===== src/rtl/spi_slave_rx_shifter.sv =====
`default_nettype none
// spi_slave_rx_shifter: SPI slave receive shifter, single/quad lanes, programmable word length.
// Revision 1.0

module spi_slave_rx_shifter #(
   parameter int DATA_WIDTH = 32,
   parameter int CNT_WIDTH  = 8,
   parameter int RST_TRGT   = 7
) (
   input  logic                  sclk,
   input  logic                  cs,
   input  logic                  sdi0,
   input  logic                  sdi1,
   input  logic                  sdi2,
   input  logic                  sdi3,
   input  logic                  en_quad_in,
   input  logic [CNT_WIDTH-1:0]  counter_in,
   input  logic                  counter_in_upd,
   output logic [DATA_WIDTH-1:0] data,
   output logic                  data_ready
);

   localparam logic [CNT_WIDTH-1:0] c_rst_trgt = CNT_WIDTH'(RST_TRGT);

   logic [DATA_WIDTH-1:0] shift_q, shift_d;
   logic [DATA_WIDTH-1:0] data_q, data_d;
   logic [CNT_WIDTH-1:0]  counter_q, counter_d;
   logic [CNT_WIDTH-1:0]  trgt_q, trgt_d;
   logic                  ready_q, ready_d;
   logic [DATA_WIDTH-1:0] shift_n;

   always_comb begin
      shift_n   = en_quad_in ? {shift_q[DATA_WIDTH-5:0], sdi3, sdi2, sdi1, sdi0}
                             : {shift_q[DATA_WIDTH-2:0], sdi0};
      shift_d   = shift_n;
      data_d    = data_q;
      ready_d   = 1'b0;
      counter_d = counter_q + CNT_WIDTH'(1);
      trgt_d    = counter_in_upd ? counter_in : trgt_q;
      // The completion compare always uses the target in force before this edge's load.
      if (counter_q == trgt_q) begin
         data_d    = shift_n;
         ready_d   = 1'b1;
         shift_d   = '0;
         counter_d = '0;
      end
   end

   always_ff @(posedge sclk or posedge cs) begin
      if (cs) begin
         shift_q   <= '0;
         data_q    <= '0;
         counter_q <= '0;
         trgt_q    <= c_rst_trgt;
         ready_q   <= 1'b0;
      end else begin
         shift_q   <= shift_d;
         data_q    <= data_d;
         counter_q <= counter_d;
         trgt_q    <= trgt_d;
         ready_q   <= ready_d;
      end
   end

   // A target below the running count forces a full counter wrap before the next match.
   always_ff @(posedge sclk) begin
      if (!cs && counter_in_upd)
         assert (counter_in >= counter_d);
   end

   assign data       = data_q;
   assign data_ready = ready_q;

endmodule

`default_nettype wire


===== config.mk =====
export PLATFORM = sky130hd
export DESIGN_NAME = spi_slave_rx_shifter
export DESIGN_NICKNAME = d
export VERILOG_FILES = /design/src/rtl/spi_slave_rx_shifter.sv
export SDC_FILE = /design/constraint.sdc
export NUM_CORES = 1
export LEC_CHECK = 0
export CORE_MARGIN = 3
export CORE_UTILIZATION = 40
export DETAILED_ROUTE_END_ITERATION = 6
export MAX_ROUTING_LAYER = met4
export PLACE_DENSITY = 0.67
export SYNTH_ARGS = -nofsm -noshare
export SYNTH_HDL_FRONTEND = slang
export SYNTH_SLANG_ARGS = --single-unit

===== constraint.sdc =====
create_clock -name sclk -period 3.3 [get_ports sclk]
set_input_delay 0.66 -clock sclk [delete_from_list [all_inputs] [get_ports sclk]]
set_output_delay 0.66 -clock sclk [all_outputs]
set_load 0.01 [all_outputs]

==> results_dict.tcl, run 1 <==
set metrics [dict create \
    place_congestion 0.777 \
    yosysMostFrequentCell "dfrtp_1" \
    rsz0062_at_grt "false" \
    ys_seq_elements 80 \
    core_area_sq_um 7930 \
    drv_slew 0 \
    yosys.area.top_type_share_pct 57.2 \
    timing.rr.end "shift_q[7]" \
    final-seq-area_sq_um 2010 \
    vias 2035 \
    start_kind "flop" \
    root_buffer "clkbuf_8" \
    wl_per_cell_microns 14.8 \
    grt_max_degree 51 \
    syn_area_sq_um 3370 \
    synth-seq-area-share_pct 59.6 \
    cts_tree "built" \
    drt_iter0_markers 79 \
    dieHeight_microns 97.7 \
    die_x_microns 97.7 \
    crit_start "trgt_q[0]" \
    synth_common_cells "dfrtp_1, nor2_1, mux2i_1, o21ai_0, o31ai_1" \
    crit_path_end "shift_q[7]" \
    reg2reg_depth 6 \
    ys_types 24 \
    fin_nets 319 \
    required_ns 3.52 \
    grt_usage_pct 14.0 \
    hold_start "counter_q[0]" \
    drc_errors 0 \
    drtPass1Iterations 4 \
    syn_inst 254 \
    start_util_pct 42.5 \
    htree_levels 3 \
    syn_nets 271 \
    clockBufferDepth 2 \
    overflow 0 \
    die_area_sq_um 9550 \
    worst_hold_slack_ns 0.509 \
    synth_top_cell_by_area "dfrtp_1" \
    ys_warn_count 0 \
    syn_area_per_cell_sq_um 13.3 \
    ir_worst_vdd_mv 0.406 \
    cts_made_buffers 9 \
    antenna_found_initial 0 \
    setup.worst_path.end_class "flop" \
    hold_violations 0 \
    via_per_inst 4.98 \
    async_reset_ff_share_pct 100 \
    critPathKind "flop to flop" \
    drv_cap 0 \
    clk_pin_slew_ns 0.08 \
    pin_count 49 \
    multi_input_area_sq_um 1250 \
    hold_buffers 0 \
    power.density_nw_per_um2 822 \
    period_share_pct 66.8 \
    clk_latency_ns 0.35 \
    max_freq_mhz 454 \
    dpl.hpwl_mm 4.00 \
    synth.area.top_cells "dfrtp_1, mux2_2, mux2i_1, o31ai_1, o21ai_0" \
    synthFlopType "dfrtp_1" \
    reg2reg_slack_ns 1.10 \
    tightestPinTransition_ns 0.648 \
    grt_pass1_wl_mm 10.5 \
    finalSetupViolations 0 \
    synth-edff-count 0 \
    post_cts_buffers 0 \
    syn_to_final_growth_pct 22.6 \
    portBuffers 48 \
    slew_headroom_pct 56.8 \
    routed_wl_mm 6.07 \
    num_rows 32 \
    finalClockSkew_ns 0.00927 \
    n_fill_cell 714 \
    first_global_vias 2130 \
    crit_path_max_fanout 45 \
    fin_crit_ns 2.20 \
    p_leak_nw 1.73 \
    cts.repair.resized 0 \
    rr_startpoint "trgt_q[0]" \
    run_status "completed" \
    antenna_left 0 \
    setup_tns_ns 0 \
    total_power_w 0.00339 \
    hp-class "flop to flop" \
    cts.sinks 80 \
    antenna_cells 0 \
    drive_gt1_share_pct 19.5 \
    worst-endpoint-arrival_ns 2.43 \
]
[metal layers]
| metal | global-route usage, % | wire length [microns] | vias to the layer above |
|---|---|---|---|
| li1 | - | - | 980 |
| met1 | 19.8 | 3110 | 1000 |
| met2 | 19.7 | 2660 | 50 |
| met3 | 4.14 | 250 | 5 |
| met4 | 3.83 | 43 | 0 |
| met5 | - | 0 | - |
[layout make-up]
class	count	area share (%)
Tap cell	102	3.09
Clock buffer	9	3.00
Inverter	1	0.0910
Clock inverter	7	1.91
Timing Repair Buffer	54	13.0
Sequential cell	80	48.6
Multi-Input combinational cell	156	30.3
[how the worst min path moves through the flow]
stage | endpoint | slack [ns] | depth (start not counted)
final | counter_q[0] | 0.51 | 1
after global routing | counter_q[0] | 0.53 | 1
after CTS | counter_q[0] | 0.51 | 1
after detailed placement | data[26] | 0.50 | 1
after global placement | data[10] | 0.49 | 2
after floorplan | counter_q[0] | 0.46 | 1
[metrics by stage]
stage          area [sq um]  worst slack [ns]  std cells  utilization (%)
3_3_place_gp           3920             0.936        393             49.5
4_1_cts                4130              1.07        409             52.1
6_report               4130              1.10        409             52.1
5_1_grt                4130             0.930        409             52.1
3_5_place_dp           3920             0.882        393             49.5
2_1_floorplan          3370             0.593        254                -
[cells in the final DEF (no fill, tap or decap)]
cell / count
o31ai_1: 22
o21ai_0: 22
xnor2_1: 6
dfrtp_1: 77
nand3_1: 4
xnor2_2: 4
inv_6: 2
clkinvlp_4: 3
nor2_4: 1
bufinv_16: 1
inv_2: 1
clkdlybuf4s50_1: 48
and3_1: 2
clkbuf_8: 9
buf_12: 1
nor2_1: 29
nand4_4: 2
mux2i_1: 22
mux2_2: 20
xor2_1: 4
mux2_4: 7
ha_1: 1
buf_4: 5
nor2b_1: 10
dfstp_2: 3
clkinv_4: 1
[registers in the layout, indices dropped and copies added, names as in the netlist]
signal      cells
counter_q       8
data           32
data_ready      1
shift_q        31
trgt_q          8
[worst max-delay path, cell delays in order, from the launching register on]
cell	delay, ns
dfstp_2	0.55
xnor2_1	0.16
nand4_4	0.11
buf_4	0.28
nor2_4	0.51
buf_4	0.37
nor2_1	0.09
[report_power, final]
group,switching (W),internal (W),total [W]
clock,0.000367,0.000356,0.000723
sequential,0.000222,0.00131,0.00154
combinational,0.000514,0.000619,0.00113
[cells by family after synthesis]
kind of cell             count (synthesis)  share of synthesized area (%)
AO/OA/AOI/OAI                           44                           8.18
XOR/XNOR                                14                           4.53
adder cells (fa/ha/maj)                  1                          0.372
buffers and inverters                   18                           3.34
flip-flops                              80                           59.6
multiplexers                            49                           16.4
AND/OR/NAND/NOR                         48                           7.65
Note: power is estimated with default switching activity, not from simulation.
==> run 2: changes to the inputs <==
--- a/config.mk
+++ b/config.mk
@@ -9,7 +9,7 @@
 export CORE_UTILIZATION = 40
 export DETAILED_ROUTE_END_ITERATION = 6
 export MAX_ROUTING_LAYER = met4
-export PLACE_DENSITY = 0.67
+export PLACE_DENSITY = 0.69
 export SYNTH_ARGS = -nofsm -noshare
 export SYNTH_HDL_FRONTEND = slang
 export SYNTH_SLANG_ARGS = --single-unit
==> constraint.sdc (replaced) <==
create_clock -name sclk -period 1.8 [get_ports sclk]
set_input_delay 0.36 -clock sclk [delete_from_list [all_inputs] [get_ports sclk]]
set_output_delay 0.36 -clock sclk [all_outputs]
set_load 0.01 [all_outputs]
==> run 2 against run 1 <==
- fmax grew 33%
- cell area is 2.2% higher
- core utilization is 1.1 points higher
- count of clock-buffer cells in the layout is 1 higher
- final cell count up 0.49%
- wire length fell by 2.5%
- register-to-register slack lost 0.95 ns
- worst hold slack got worse by 0.065 ns
- sequential share of layout area decreased by 1.0 points
- first-iteration DRC count rose by 28%
- critical path depth fell by 1
- total power rose by 90%
- critical path type unchanged
- highest routed layer unchanged
==> results_dict.tcl, run 2 (synthesis gave the netlist of run 1 again) <==
set metrics [dict create \
    run_status "completed" \
    num_rows 32 \
    dpl.hpwl_mm 3.96 \
    setup.worst_path.end_class "flop" \
    critPathKind "flop to flop" \
    wl_per_cell_microns 14.4 \
    crit_path_max_fanout 28 \
    finalSetupViolations 0 \
    htree_levels 3 \
    ir_worst_vdd_mv 0.662 \
    start_util_pct 42.5 \
    overflow 0 \
    core_area_sq_um 7930 \
    antenna_found_initial 0 \
    critPathMaxStageDelay_ns 0.54 \
    final_cell_mix "dfrtp_1, clkdlybuf4s50_1, nor2_1" \
    drv_slew 0 \
    grt_usage_pct 14.0 \
    drt_iter0_markers 101 \
    antenna_left 0 \
    place_area_sq_um 3980 \
    crit_chain "xnor2_1 > nand4_4 > nor2_4 > buf_12 > mux2_2" \
    total_power_w 0.00644 \
    cts_tree "built" \
    max_freq_mhz 603 \
    root_buffer "clkbuf_8" \
    clockBufferDepth 2 \
    p_leak_nw 1.77 \
    start_kind "flop" \
    hp-class "input port to async pin" \
    use_met1_pct 18.8 \
    clk_pin_slew_ns 0.08 \
    antenna_cells 0 \
    drive_gt1_share_pct 19.7 \
    drc_errors 0 \
    final_common_cell "dfrtp_1" \
    dieHeight_microns 97.7 \
    vias 1998 \
    slew_headroom_pct 71.5 \
    seqPwrFrac_pct 43.7 \
    postLayoutCellArea_sq_um 4220 \
    hold_violations 0 \
    instances_no_fill 411 \
    period_share_pct 92.1 \
    switching_share_pct 30.5 \
    grt_max_degree 81 \
    drv_cap 0 \
    first_global_vias 2112 \
    finalClockSkew_ns 0.00787 \
    pin_count 49 \
    worst-endpoint-arrival_ns 1.90 \
    worst-path-buf-inv 1 \
    drtPass1Iterations 4 \
    fin_crit_ns 1.66 \
    die_area_sq_um 9550 \
    largest_reg_flops 32 \
    worst_hold_slack_ns 0.443 \
    portBuffers 48 \
    fin_nets 321 \
    cts.sinks 80 \
    place_congestion 0.776 \
    cts_made_buffers 9 \
    cts.repair.resized 0 \
    cp_slowest_cell "dfstp_2" \
    combPwrFrac_pct 32.3 \
    via_per_inst 4.86 \
    setup_tns_ns 0 \
    die_x_microns 97.7 \
    hold_buffers 0 \
    p_int_w 0.00447 \
    grt_pass1_wl_mm 10.4 \
    clkPwrFrac_pct 24.1 \
    critical_path.top_delay_family "flip-flops" \
    dp.cells 395 \
    top_usage_layer "met2" \
    met2_usage_pct 20.2 \
    power.switching_w 0.00196 \
    routed_wl_mm 5.92 \
    required_ns 2.04 \
    clk_latency_ns 0.35 \
    rsz0062_at_grt "false" \
    tightestPinTransition_ns 0.427 \
    syn_to_final_growth_pct 25.2 \
    grt_use_met3_pct 4.71 \
    post_cts_buffers 0 \
    power.density_nw_per_um2 1530 \
]
[run 2: cell count changes in the layout (fill, tap and decap cells not counted)]
cell / delta
clkinvlp_4: -1
clkinv_2: +2
buf_12: +3
clkinv_4: -1
inv_2: -1
clkbuf_1: +1
bufinv_16: +2
buf_4: -1
inv_6: -2
[run 2: worst reg2reg max path, delay by kind of cell, from the launching register on]
kind,cells,cell delay (ns)
mux,1,0.36
simple gates,2,0.28
flops,1,0.54
buf+inv,1,0.20
xor+xnor,1,0.18
[run 2: worst paths after layout]
path	depth (start not counted)	to	startpoint	slack [ns]
max in group asynchronous	3	data[26]	cs	1.00
setup reg to reg	5	data[31]	trgt_q[0]	0.14
setup / recovery	5	data[31]	trgt_q[0]	0.14
hold reg to reg	2	data[9]	data[9]	0.51
hold / removal	3	trgt_q[7]	cs	0.44
min in group sclk	2	data[9]	data[9]	0.51
[run 2: per-stage QoR]
| stage | utilization (%) | worst slack [ns] |
|---|---|---|
| floorplan | - | 0.185 |
| global placement | 50.2 | 0.0619 |
| detailed placement | 50.2 | 0.0411 |
| CTS | 53.2 | 0.118 |
| global route | 53.2 | 0.0625 |
| finish | 53.2 | 0.143 |
[run 2: per-layer routing]
metal / vias to the layer above / wire (microns)
met5: - / 0
met4: 0 / 85
met3: 9 / 287
met2: 45 / 2680
met1: 960 / 2870
li1: 984 / -
[run 2: cell type report]
class / instances / area, sq um
flip-flops and latches: 80 / 2010
well taps: 102 / 128
clock inverters: 6 / 108
multi-input cells: 156 / 1250
repair buffers: 56 / 591
inverters: 1 / 7.51
clock buffers: 10 / 128
fillers: 702 / 3710
[run 2: power groups by stage]
stage	Clock [W]	Combinational, W	Sequential (W)
3_3_place_gp	0	0.00207	0.00285
5_1_grt	0.00167	0.00232	0.00290
2_1_floorplan	0	0.00116	0.00289
4_1_cts	0.00160	0.00212	0.00282
6_report	0.00155	0.00208	0.00281
3_5_place_dp	0	0.00211	0.00285
